$ cat src/rtl/hazard_stall_ctrl.sv
// ============================================================================
// Module   : hazard_stall_ctrl
// Brief    : MIPS 5-stage hazard/stall controller: load-use bubbles, data-memory
//            freeze with timeout, EX redirect flush, stall-cycle counter.
// Revision : 1.0
// ============================================================================
`default_nettype none

module hazard_stall_ctrl #(
    parameter int REG_ADDR_W  = 5,
    parameter int LU_BUBBLES  = 1,
    parameter int MEM_TIMEOUT = 255,
    parameter int CNT_W       = 16
) (
    input  logic                  clk,
    input  logic                  reset,
    input  logic                  id_ex_mem_rd,
    input  logic [REG_ADDR_W-1:0] id_ex_rt,
    input  logic [REG_ADDR_W-1:0] if_id_rs,
    input  logic [REG_ADDR_W-1:0] if_id_rt,
    input  logic                  if_id_uses_rt,
    input  logic                  ex_redirect,
    input  logic                  dmem_req,
    input  logic                  dmem_ready,
    output logic                  pc_write,
    output logic                  if_id_write,
    output logic                  id_ex_write,
    output logic                  ex_mem_write,
    output logic                  id_ex_bubble,
    output logic                  if_id_flush,
    output logic [CNT_W-1:0]      stall_cycles,
    output logic                  mem_timeout_err
);

    localparam int c_lu_w  = (LU_BUBBLES > 1) ? $clog2(LU_BUBBLES + 1) : 1;
    localparam int c_tmo_w = $clog2(MEM_TIMEOUT + 1);

    localparam logic [c_lu_w-1:0]  c_lu_one   = 1;
    localparam logic [c_lu_w-1:0]  c_lu_init  = LU_BUBBLES - 1;
    localparam logic [c_tmo_w-1:0] c_tmo_one  = 1;
    localparam logic [c_tmo_w-1:0] c_tmo_max  = MEM_TIMEOUT;
    localparam logic [c_tmo_w-1:0] c_tmo_last = MEM_TIMEOUT - 1;
    localparam logic [CNT_W-1:0]   c_cnt_one  = 1;
    localparam logic [CNT_W-1:0]   c_cnt_max  = '1;

    typedef enum logic [0:0] {
        ST_RUN      = 1'b0,
        ST_LU_STALL = 1'b1
    } state_t;

    state_t              r_state;
    state_t              w_state_nxt;
    logic [c_lu_w-1:0]   r_lu_cnt;
    logic [c_lu_w-1:0]   w_lu_cnt_nxt;
    logic [c_tmo_w-1:0]  r_tmo_cnt;
    logic [CNT_W-1:0]    r_stall_cycles;
    logic                r_tmo_err;
    logic                w_hazard;
    logic                w_freeze;

    // $zero never carries a dependency; rt only matters if ID actually reads it
    assign w_hazard = id_ex_mem_rd && (id_ex_rt != '0) &&
                      ((id_ex_rt == if_id_rs) || (if_id_uses_rt && (id_ex_rt == if_id_rt)));
    assign w_freeze = dmem_req && !dmem_ready;

    always_comb begin
        pc_write     = 1'b1;
        if_id_write  = 1'b1;
        id_ex_write  = 1'b1;
        ex_mem_write = 1'b1;
        id_ex_bubble = 1'b0;
        if_id_flush  = 1'b0;
        w_state_nxt  = r_state;
        w_lu_cnt_nxt = r_lu_cnt;

        if (w_freeze) begin
            pc_write     = 1'b0;
            if_id_write  = 1'b0;
            id_ex_write  = 1'b0;
            ex_mem_write = 1'b0;
        end else if (ex_redirect) begin
            // Wrong-path instruction in ID: any pending load-use stall is moot
            if_id_flush  = 1'b1;
            id_ex_bubble = 1'b1;
            w_state_nxt  = ST_RUN;
            w_lu_cnt_nxt = '0;
        end else if (r_state == ST_LU_STALL) begin
            pc_write     = 1'b0;
            if_id_write  = 1'b0;
            id_ex_bubble = 1'b1;
            w_lu_cnt_nxt = r_lu_cnt - c_lu_one;
            if (r_lu_cnt == c_lu_one) begin
                w_state_nxt = ST_RUN;
            end
        end else if (w_hazard) begin
            pc_write     = 1'b0;
            if_id_write  = 1'b0;
            id_ex_bubble = 1'b1;
            if (LU_BUBBLES > 1) begin
                w_state_nxt  = ST_LU_STALL;
                w_lu_cnt_nxt = c_lu_init;
            end
        end
    end

    always_ff @(posedge clk or posedge reset) begin
        if (reset) begin
            r_state  <= ST_RUN;
            r_lu_cnt <= '0;
        end else begin
            r_state  <= w_state_nxt;
            r_lu_cnt <= w_lu_cnt_nxt;
        end
    end

    // Timeout counter saturates at MEM_TIMEOUT; the error flag is sticky
    always_ff @(posedge clk or posedge reset) begin
        if (reset) begin
            r_tmo_cnt <= '0;
            r_tmo_err <= 1'b0;
        end else if (w_freeze) begin
            if (r_tmo_cnt != c_tmo_max) begin
                r_tmo_cnt <= r_tmo_cnt + c_tmo_one;
            end
            if (r_tmo_cnt >= c_tmo_last) begin
                r_tmo_err <= 1'b1;
            end
        end else begin
            r_tmo_cnt <= '0;
        end
    end

    always_ff @(posedge clk or posedge reset) begin
        if (reset) begin
            r_stall_cycles <= '0;
        end else if (!pc_write && (r_stall_cycles != c_cnt_max)) begin
            r_stall_cycles <= r_stall_cycles + c_cnt_one;
        end
    end

    assign stall_cycles    = r_stall_cycles;
    assign mem_timeout_err = r_tmo_err;

endmodule

`default_nettype wire

$ cat config.mk
export PLATFORM = sky130hd
export DESIGN_NAME = hazard_stall_ctrl
export DESIGN_NICKNAME = d
export VERILOG_FILES = /design/src/rtl/hazard_stall_ctrl.sv
export SDC_FILE = /design/constraint.sdc
export NUM_CORES = 1
export LEC_CHECK = 0
export ABC_AREA = 1
export BUFFER_PORTS_ARGS = -buffer_cell sky130_fd_sc_hd__buf_4
export CAP_MARGIN = 20
export CORE_MARGIN = 4
export CORE_UTILIZATION = 30
export DETAILED_ROUTE_END_ITERATION = 12
export GPL_TIMING_DRIVEN = 0
export HOLD_SLACK_MARGIN = 0.06
export SETUP_SLACK_MARGIN = 0.02
export SLEW_MARGIN = 25
export SYNTH_ARGS = -nofsm -noshare
export SYNTH_HDL_FRONTEND = slang
export SYNTH_SLANG_ARGS = --single-unit
$ cat constraint.sdc
create_clock -name clk -period 1.46 [get_ports clk]
set_input_delay 0 -clock clk [delete_from_list [all_inputs] [get_ports clk]]
set_output_delay 0 -clock clk [all_outputs]
set_load 0.02 [all_outputs]
==> key figures <==
Outcome
  • Outcome: complete, but fails checks
  • Failing checks: setup timing

Setup path
  • WP data arrival: 1.80 ns
  • CP Cell Sequence: ha_4 > nand3_4 > nor3_4 > nand2_2 > nor2_2 > nand2_2 > nand3_4 > clkbuf_16 > nand2_1 > nand2_1
  • CP Capture Type: flop
  • Critical Path RT: 1.68 ns
  • Critical path's largest stage delay: 0.41 ns
  • Critical path's slowest cell: dfrtp_2
  • Setup CP Type: reg -> reg
  • Startpoint types: flop
  • WP buf/inv: 1
  • Max FO, Critical Path: 5
  • Top delay family on crit path: simple AND/OR/NAND/NOR gates

Pwr
  • Cell Pwr Density: 758 nW/um2
  • Maximum VDD drop: 511 uV
  • Sw Share: 0.339
  • Int Pwr: 1.29 mW
  • Clock power share: 0.224
  • Sequential share of power: 0.458
  • Net switching power: 0.659 mW
  • Gate power share: 0.318
  • Pleak: 1.29 nW
  • Tot Pwr: 1.95 mW

Synth
  • Share of the synthesized area in the top cell type: 0.373
  • Leading area contributor after synthesis: dfrtp_1
  • Yosys cell types: 30
  • Post-Synthesis Cells: 259
  • Yosys warning total: 0
  • Flop and latch count out of synthesis: 27
  • Post-Syn Area: 1810 um2
  • Syn_nets: 284
  • Largest cells by area after synthesis: dfrtp_1, nand2_1, nand4_1, inv_1, nand3_1
  • Register area share after synthesis: 0.373
  • Synthesized area per cell: 6.99 um2

Floorplanning
  • Die Height: 85.7 um
  • Die Wd: 85.7 um
  • Die area: 7340 um2
  • Initial Util: 0.308
  • Core area: 5890 um2
  • Number of cell rows: 28
  • I/O pin cnt: 45

Timing
  • Final Hold Fails: 0
  • Slew Limit Fails: 0
  • Worst setup margin: -0.118 ns
  • Min cycle time layout: 1.58 ns
  • Slew at the pin with the worst max-slew slack: 0.585 ns
  • Relative slew slack: 0.610
  • Period utilization: 1.08
  • Final setup viols: 14
  • Final setup skew: 0.0127 ns
  • Fmax: 634 MHz
  • Hold WS: 0.0677 ns
  • Setup TNS: -1.29 ns
  • RSZ-0062 raised after global routing: true

Route
  • Vias/cell: 4.62
  • Antenna Violating Nets Remaining: 0
  • Via count: 1847
  • 1st-pass router iterations: 4
  • Detailed Route Iter0 Violations: 108
  • Post-DR wirelength/cell: 11.7 um
  • WL final: 4680 um
  • Remaining DRCs: 0

Clocking
  • Worst-path clk slew: 0.10 ns
  • CTS tree: yes
  • CTS buffer count: 3
  • Root Driver: clkbuf_8
  • Clock sinks: 27
  • Clock latency at the later pin of the worst-skew pair: 0.28 ns
  • Clock buffer depth: 2
  • H-tree lvl count: 1

Global routing
  • Largest net degree at the start of global routing: 28
  • Grt total ovfl: 0
  • First-pass GRT wire length: 7810 um
  • Initial antenna violation count: 0
  • Vias in the first global route: 1730
  • GRT Util Overall: 0.129

Min path
  • Hold Crit Class: in -> reg

Layout
  • Commonest non-fill, non-tap cell in the layout: nand2_1
  • Design area: 2570 um2
  • Core Util, Final: 0.436
  • Nets: 351
  • P&R area growth vs syn: 41.9%
  • Ratio of cells with drive above 1 in the final layout: 0.329
  • Fillers: 595
  • # diodes: 0
  • Commonest non-fill, non-tap cells in the layout: nand2_1, buf_4, inv_1
  • Fin cells: 400

Placed design
  • Cell Area, Placed: 2270 um2
  • Post-DP HPWL: 3310 um
  • Setup WS pre-CTS: -0.241 ns
  • Cells after DPL: 378
  • IO buf count: 44
  • GP Congestion: 0.819

Job
  • Max-cap check violation count: 0
-- per-layer routing --
metal	wire length, um	share of wire	GRT usage
met1	2100	0.45	0.169
met2	2380	0.51	0.222
met4	10	0.0021	0.0201
met5	0	0	0
met3	192	0.041	0.0288
-- state kept, by name, indices dropped and copies added, names as in the netlist --
| name | count |
|---|---|
| stall_cycles | 16 |
| r_tmo_cnt | 8 |
| r_state | 1 |
| r_lu_cnt | 1 |
| mem_timeout_err | 1 |
-- cell type report --
type,instances,area [um2],share of cell area
Buffer,8,66.3,0.0258
Multi-Input combinational cell,184,1030,0.402
Tap cell,75,93.8,0.0365
Clock buffer,4,45.0,0.0175
Timing Repair Buffer,62,498,0.194
Sequential cell,27,682,0.265
Inverter,40,150,0.0585
-- kinds of logic (layout without fill, tap and decap cells) --
family | count (synthesis) | after routing | synth area share
AOI/OAI and AO/OA | 22 | 22 | 0.0705
xor gates and xnor gates | 11 | 11 | 0.0532
adders and majority gates | 3 | 3 | 0.0207
buffers and inverters | 48 | 114 | 0.110
DFF | 27 | 27 | 0.373
and+or+nand+nor | 148 | 148 | 0.373
-- power groups by stage --
| stage | combinational (mW) | clock (mW) | sequential (mW) |
|---|---|---|---|
| after floorplan | 0.249 | 0 | 0.968 |
| after global placement | 0.505 | 0 | 0.921 |
| after detailed placement | 0.505 | 0 | 0.921 |
| after CTS | 0.603 | 0.455 | 0.889 |
| after global routing | 0.680 | 0.500 | 0.901 |
| final | 0.619 | 0.436 | 0.891 |
-- worst reg2reg max path, cell delays in order (launching register included) --
cell and delay [ns]:
dfrtp_2 0.41, ha_4 0.15, nand3_4 0.10, nor3_4 0.16
nand2_2 0.08, nor2_2 0.09, nand2_2 0.12, nand3_4 0.15
clkbuf_16 0.16, nand2_1 0.04, nand2_1 0.05
-- synthesized netlist by cell type, drive strengths merged --
cell type / number
o211ai: 1
o21ai: 5
dfrtp: 27
nor2: 19
and3: 1
o21bai: 1
buf: 7
nand2: 83
clkinv: 2
nor3: 9
ha: 3
a211oi: 4
nand3: 15
inv: 38
xnor2: 4
xor2: 7
or2: 1
a31oi: 2
nand4: 20
a21oi: 9
clkbuf: 1
-- path summary, 6_finish.rpt --
check                                         endpoint  depth (start not counted)  slack [ns]                        start
min in group asynchronous  stall_cycles[3]$_DFFE_PP0P_                          3        0.34                        reset
hold / removal             mem_timeout_err$_DFFE_PP0P_                          4        0.07                   dmem_ready
setup / recovery           stall_cycles[1]$_DFFE_PP0P_                         10       -0.12  stall_cycles[0]$_DFFE_PP0P_
hold reg to reg            mem_timeout_err$_DFFE_PP0P_                          1        0.50  mem_timeout_err$_DFFE_PP0P_
max in group asynchronous     r_tmo_cnt[1]$_DFFE_PP0P_                          3        0.70                        reset
setup reg to reg           stall_cycles[1]$_DFFE_PP0P_                         10       -0.12  stall_cycles[0]$_DFFE_PP0P_
-- timing repair --
| item | in CTS | in global routing |
|---|---|---|
| pin swaps | 4 | 2 |
| hold buffers | 3 | 0 |
| hold endpoints to repair | 32 | 0 |
| buffers inserted | 9 | 4 |
| setup endpoints to repair | 18 | 22 |
| gates resized for setup | 15 | 14 |
| gates cloned | 1 | 1 |
(Power assumes the default switching activity.)
